File: src/rtl/mem_stall_ctrl.sv
// MEM-stage sequencer for variable-latency data-memory accesses.
// Drives the memory request, stalls upstream, bubbles MEM/WB.
// Ports: clk_i, rst_i (sync, active-low), MemRead_i, MemWrite_i,
//   mem_ack_i -> mem_req_o, mem_we_o, stall_o, MEMWB_flush_o,
//   stall_cnt_o (saturating stall cycles), err_o (sticky timeout).
// Optional: define MEM_TIMEOUT_EN to enable the wait timeout / ERR state.
module mem_stall_ctrl #(
  parameter int unsigned TIMEOUT_CYCLES = 255,
  parameter int unsigned CNT_W          = 8
) (
  input  logic        clk_i,
  input  logic        rst_i,
  input  logic        MemRead_i,
  input  logic        MemWrite_i,
  input  logic        mem_ack_i,
  output logic        mem_req_o,
  output logic        mem_we_o,
  output logic        stall_o,
  output logic        MEMWB_flush_o,
  output logic [31:0] stall_cnt_o,
  output logic        err_o
);

`ifdef MEM_TIMEOUT_EN
  typedef enum logic [1:0] {
    S_IDLE = 2'd0,
    S_WAIT = 2'd1,
    S_ERR  = 2'd2
  } state_t;

  localparam logic [CNT_W-1:0] TO_LIM =
    CNT_W'(TIMEOUT_CYCLES);

  logic [CNT_W-1:0] wait_q, wait_d;
  logic             err_q, err_d;
`else
  typedef enum logic {
    S_IDLE = 1'b0,
    S_WAIT = 1'b1
  } state_t;
`endif

  state_t      state_q, state_d;
  logic [31:0] stall_cnt_q, stall_cnt_d;

  logic acc;
  logic req, we, stall, flush;

  assign acc = MemRead_i | MemWrite_i;

  always_comb begin
    state_d = state_q;
    req     = 1'b0;
    we      = 1'b0;
    stall   = 1'b0;
    flush   = 1'b0;
`ifdef MEM_TIMEOUT_EN
    wait_d  = wait_q;
    err_d   = err_q;
`endif
    unique case (state_q)
      S_IDLE: begin
        if (acc) begin
          req = 1'b1;
          we  = MemWrite_i;
          // zero-wait ack: pass straight through
          if (!mem_ack_i) begin
            stall   = 1'b1;
            flush   = 1'b1;
            state_d = S_WAIT;
`ifdef MEM_TIMEOUT_EN
            wait_d  = CNT_W'(1);
`endif
          end
        end
      end
      S_WAIT: begin
        req = 1'b1;
        we  = MemWrite_i;
        if (mem_ack_i) begin
          state_d = S_IDLE;
        end else begin
          stall = 1'b1;
          flush = 1'b1;
`ifdef MEM_TIMEOUT_EN
          // ack on the limit cycle still completes normally
          if (wait_q == TO_LIM) begin
            state_d = S_ERR;
            err_d   = 1'b1;
          end else begin
            wait_d  = wait_q + CNT_W'(1);
          end
`endif
        end
      end
`ifdef MEM_TIMEOUT_EN
      S_ERR: begin
        stall = 1'b1;
        flush = 1'b1;
      end
`endif
      default: state_d = S_IDLE;
    endcase
  end

  assign stall_cnt_d = (stall && (stall_cnt_q != 32'hFFFF_FFFF))
                     ? stall_cnt_q + 32'd1
                     : stall_cnt_q;

  always_ff @(posedge clk_i) begin
    if (!rst_i) begin
      state_q     <= S_IDLE;
      stall_cnt_q <= '0;
`ifdef MEM_TIMEOUT_EN
      wait_q      <= '0;
      err_q       <= 1'b0;
`endif
    end else begin
      state_q     <= state_d;
      stall_cnt_q <= stall_cnt_d;
`ifdef MEM_TIMEOUT_EN
      wait_q      <= wait_d;
      err_q       <= err_d;
`endif
    end
  end

  // every output reads 0 while reset is asserted
  assign mem_req_o     = rst_i & req;
  assign mem_we_o      = rst_i & we;
  assign stall_o       = rst_i & stall;
  assign MEMWB_flush_o = rst_i & flush;
  assign stall_cnt_o   = rst_i ? stall_cnt_q : 32'd0;
`ifdef MEM_TIMEOUT_EN
  assign err_o         = rst_i & err_q;
`else
  assign err_o         = 1'b0;
`endif

endmodule
File: config.mk
export PLATFORM = sky130hd
export DESIGN_NAME = mem_stall_ctrl
export DESIGN_NICKNAME = d
export VERILOG_FILES = /design/src/rtl/mem_stall_ctrl.sv
export SDC_FILE = /design/constraint.sdc
export NUM_CORES = 1
export LEC_CHECK = 0
export CAP_MARGIN = 20
export CORE_AREA = 2 2 47 82
export CTS_BUF_LIST = sky130_fd_sc_hd__clkbuf_2 sky130_fd_sc_hd__clkbuf_4 sky130_fd_sc_hd__clkbuf_8
export CTS_CLUSTER_SIZE = 24
export DETAILED_ROUTE_END_ITERATION = 10
export DIE_AREA = 0 0 49 84
export GPL_TIMING_DRIVEN = 0
export PLACE_DENSITY = 0.85
export SLEW_MARGIN = 0
export SYNTH_ARGS = -nofsm -noshare
export SYNTH_HDL_FRONTEND = slang
export SYNTH_SLANG_ARGS = --single-unit
File: constraint.sdc
create_clock -name clk_i -period 4.9 [get_ports clk_i]
set_input_delay 0.735 -clock clk_i [delete_from_list [all_inputs] [get_ports clk_i]]
set_output_delay 0.735 -clock clk_i [all_outputs]
set_load 0.01 [all_outputs]
# After elaboration in Yosys (flattened, before gate mapping)
# Index checks and enable logic that the tools add are counted.
dict set report op_classes {
  addsub 1
  n_div 0
  mul 0
  reduce_logical 1
  shift 0
  n_lt_le_gt_ge 0
  eq_ne 1
  bitwise 5
  muxes 8
}
# op count
set op_table {}
lappend op_table {{$add 32x1->32 const B} 1}
lappend op_table {{$mux 32} 1}
lappend op_table {{$ne 32x32->1 const B} 1}
lappend op_table {{$pmux 1 s2} 3}
lappend op_table {{$mux 1} 4}
lappend op_table {{$and 1x1->1} 3}
lappend op_table {{$logic_and 1x1->1} 1}
lappend op_table {{$not 1->1} 1}
lappend op_table {{$or 1x1->1} 1}
dict set report word_totals {
  inputBits 5
  output_inout_bits 37
  n_memories 0
  register_bits 33
  ramBits 0
  elab_cells 18
  latchBits 0
  mem_bits_ro 0
}

# Longest topological paths before layout
dict set report depth {
  ltp_word 4
  mapped_depth 8
}

# Worst setup path before layout
# Ideal clock, no wire load.
dict set report synth_timing {
  path_type {input to register}
  start {in MemRead_i}
  end {reg stall_cnt_q[28]}
  path_buffers 2
  stages 7
  setup_ps 70
  path_slack_ps 2348
  t_arrival_ps 2482
  cell_sequence {nor3_1 or4_1 buf_2 or4b_1 clkbuf_2 or3_1 a21oi_1}
}
dict set report synth_between {
  elab_chain_cells 4
}
# element line_no
set synth_lines {}
lappend synth_lines {{from (decl)} 13} ;# input logic MemRead_i,
lappend synth_lines {{$or 1x1->1} 49} ;# assign acc = MemRead_i | MemWrite_i;
lappend synth_lines {{$mux 1} 63} ;# if (acc) begin
lappend synth_lines {{$pmux 1 s2} 61} ;# unique case (state_q)
lappend synth_lines {{$logic_and 1x1->1} 106} ;# assign stall_cnt_d = (stall && (stall_cnt_q != 32'hFFFF_FFFF))
lappend synth_lines {{to (signal assigned)} 120} ;# stall_cnt_q <= stall_cnt_d;
lappend synth_lines {{to (decl)} 44} ;# logic [31:0] stall_cnt_q, stall_cnt_d;
# No other way between the ends.
# A chain may end at the register's enable or synchronous reset.

# Worst setup path after layout
dict set report layout_timing {
  start {in rst_i}
  end {out stall_o}
}
dict set report layout_between {
  elab_chain_cells 1
}
# element line_no
set layout_lines {}
lappend layout_lines {{from (decl)} 12} ;# input logic rst_i,
lappend layout_lines {{$and 1x1->1} 131} ;# assign stall_o = rst_i & stall;
lappend layout_lines {{to (decl)} 18} ;# output logic stall_o,
# No other way between the ends.

==> results.md <==
* Status: completed
* Starting density of the core at 53.4%
* Final setup violation count at 0
* Setup TNS at 0 ns
* CP Data Arrival Time at 3.17 ns
* Maximum number of pins on one net before global-route repair at 11
* Crit path buf inv count at 6
* Deepest level of the CTS H-tree at 2
* HPWL after detailed placement at 3580 µm
* Nature of the critical path endpoint: output pin
* Aggregate global-route resource usage at 25.0%
* Wire length of the first global-routing pass at 8070 µm
* Post-CTS Setup Repair Bufs at 0
* Top Ports at 42
* Critical Path Source Type: primary input
* Total number of yosys warnings at 0
* Critical-path maximum fanout at 10
* Synthesis-to-finish area growth at 30.8%
* Category of the critical setup timing path: in2out
* Die height at 84 µm
* Share of the clock period used by the worst path after layout at 79.7%
* Vias in the first global route at 1865
* Max Root-Sink Buffers at 2
* Post-synth EDFFs at 0
* Final Slew Violations at 0
* Chain of cells forming the critical path: clkdlybuf4s50_1 -> clkinv_1 -> clkbuf_1 -> buf_1 -> nor2_1 -> buf_4 -> clkdlybuf4s50_1
* Total DRC errors in the routed layout at 0
* Final hold violations at 0
* Normalized max-slew margin at 44.2%
* Placer congestion estimate at 0.900
* Critical path startpoint: rst_i
* Finished Layout Cells at 334
* CTS Root Cell: clkbuf_8
* Cell type group with the largest total delay on the critical path: buffers and inverters
* Final worst hold slack at 0.511 ns
* CP Depth at 7
* Capture point of the critical path: stall_o
* Quantity of I/O buffers inserted on ports at 40
* Number of sinks handled by clock tree synthesis at 33
* # resized after CTS at 0
* Fmax at 256 MHz
* Placement Rows at 29
* Worst hold-check path type: reg2reg
* Total via count in the routed design at 1934
* Share of post-route cells with drive strength above 1 at 9.03%
* Clock-pin slew on the worst setup and hold paths at 0.07 ns
* Iteration-0 DRC count of the detailed router at 66
* Placed cells at 326
* Unrepaired setup endpoints after global routing: no
* Drt wl/cell at 14.1 µm
* Final antenna diode count at 0
* Worst-path cell with the longest stage delay: clkdlybuf4s50_1
* Core area at 3520 µm²
* Grt total ovfl at 0
* Synth unique cells at 41
* Cell leakage power at 0.826 nW
* Area after DPL at 2340 µm²
* Dominant cell type by count on the critical path: clkdlybuf4s50_1
* Number of flip-flops and latches in the synthesized netlist at 33
* Hold_buf cts at 0
* Cts bufs inserted at 5
* First-pass iteration count of the detailed router at 4
* Share of synthesized flip-flops with an asynchronous set or reset at 0%
* Die Span X at 49 µm
* Aggregate routed wire length at 4720 µm
* Flip-flop cell with the highest count after synthesis: dfxtp_1
* Worst R2R End: stall_cnt_q[16]
* Average instance area after synthesis at 7.83 µm²
* Reg2Reg Launch Point: stall_cnt_q[5]
* Worst Reg2Reg Path Length in Cells at 6
* Syn_nets at 246
* Time the final worst path needs with I/O delays and setup at 3.91 ns
* Overall die area at 4120 µm²
* Number of antenna violations at the first check in global routing at 0
* Post-route ant nets at 0
* Max cap viols at 0
* Synthesized area at 1880 µm²
* Number of standard cells after synthesis at 240
* Setup clock skew after layout at 0.0118 ns
* Clock latency reported for the late side of the worst-skew pair at 0.29 ns
* Worst stage delay on the critical path at 0.63 ns
* Transition at the pin with the smallest max-transition slack at 0.816 ns
* Finished Cell Area at 2460 µm²
* Fraction of the yosys area taken by sequential cells at 35.2%
* Via density per instance at 5.79
* IR drop worst, VDD at 267 µV
* Data required time at the worst endpoint at 4.16 ns
* Worst-case register-to-register setup slack at 2.29 ns
* Clock tree from TritonCTS: done
* Power density over cell area at 234 nW/µm²
* Net count reported at finish at 293
cell usage in the layout, fill, tap and decap left out, drive strengths merged, types with 2 or more instances in the layout:
cell	count
nor3	6
a21oi	14
xnor2	7
nor2	28
or3	11
mux2	7
clkdlybuf4s50	40
and3	4
dfxtp	33
o31ai	4
o21a	2
o21ai	10
buf	5
a31oi	2
clkbuf	16
nor4	3
a211oi	2
and4	5
or4	7
nand4	12
nand3	9
nand2	15
inv	3
and2	32
state kept, by name, summed over array words and instances (netlist names):
signal	count
stall_cnt_q	32
state_q	1
where the power goes:
part / internal (mW) / total [mW] / switching (mW) / leakage, nW
registers: 0.270 / 0.272 / 0.00177 / 0.266
clock network: 0.171 / 0.273 / 0.101 / 0.0619
logic: 0.0128 / 0.0315 / 0.0188 / 0.498
total: 0.454 / 0.576 / 0.122 / 0.826
worst min path at each step:
| stage | startpoint | endpoint | cells after the start |
|---|---|---|---|
| after detailed placement | stall_cnt_q[30] | stall_cnt_q[30] | 2 |
| after global placement | stall_cnt_q[4] | stall_cnt_q[4] | 2 |
| final | stall_cnt_q[30] | stall_cnt_q[30] | 2 |
| after floorplan | stall_cnt_q[31] | stall_cnt_q[31] | 2 |
| after CTS | stall_cnt_q[30] | stall_cnt_q[30] | 2 |
| after global routing | stall_cnt_q[31] | stall_cnt_q[31] | 2 |
cell usage after synthesis, drive strengths merged (3+ instances only):
master,count,area (µm²)
a21oi,14,70.1
and2,32,201
and3,4,27.5
and4,5,45.0
buf,5,27.5
clkbuf,9,35.0
dfxtp,33,661
inv,3,11.3
mux2,7,78.8
nand2,15,56.3
nand3,9,45.0
nand4,12,81.3
nor2,28,105
nor3,6,30.0
nor4,3,18.8
o21ai,10,50.1
o31ai,4,30.0
or3,11,70.1
or4,7,52.6
xnor2,7,61.3
routing by layer:
layer / share of wire, % / vias up / wire length, µm / GRT usage, %
met5: 0 / - / 0 / 0
met4: 3.7 / 0 / 176 / 15.8
met3: 5.1 / 12 / 243 / 3.94
met2: 55 / 59 / 2590 / 47.2
met1: 36 / 910 / 1720 / 24.2
li1: - / 953 / - / -
through the flow:
stage	setup WS [ns]	util [%]	total power, mW
6_report	0.993	69.8	0.576
5_1_grt	0.849	69.8	0.596
4_1_cts	1.00	69.8	0.581
3_5_place_dp	1.01	66.4	0.309
3_3_place_gp	1.04	66.4	0.308
2_1_floorplan	2.35	-	0.294
worst reg2reg max path: stages, from the launching register on:
cell and delay (ns):
dfxtp_1 0.46, nand4_2 0.15, or4_1 0.48, buf_2 0.17, a2111oi_0 0.72, nand3_1 0.21, mux2_2 0.31
final cells by class:
class / instances / area [µm²]
plain buffers: 14 / 62.6
clock buffers: 7 / 90.1
clock inverters: 1 / 30.0
fillers: 308 / 1060
inverters: 4 / 15.0
multi-input cells: 189 / 1140
flip-flops and latches: 33 / 661
well taps: 46 / 57.6
repair buffers: 40 / 400
logic make-up after synthesis:
| family | synth area share [%] |
|---|---|
| simple gates | 39.9 |
| compound gates | 12.1 |
| flops | 35.2 |
| buf+inv | 4.13 |
| xor+xnor | 3.73 |
| mux | 4.19 |
| fa+ha+maj | 0.666 |
| other cells | 0.200 |
No activity file was read; power rests on OpenSTA's default activity.
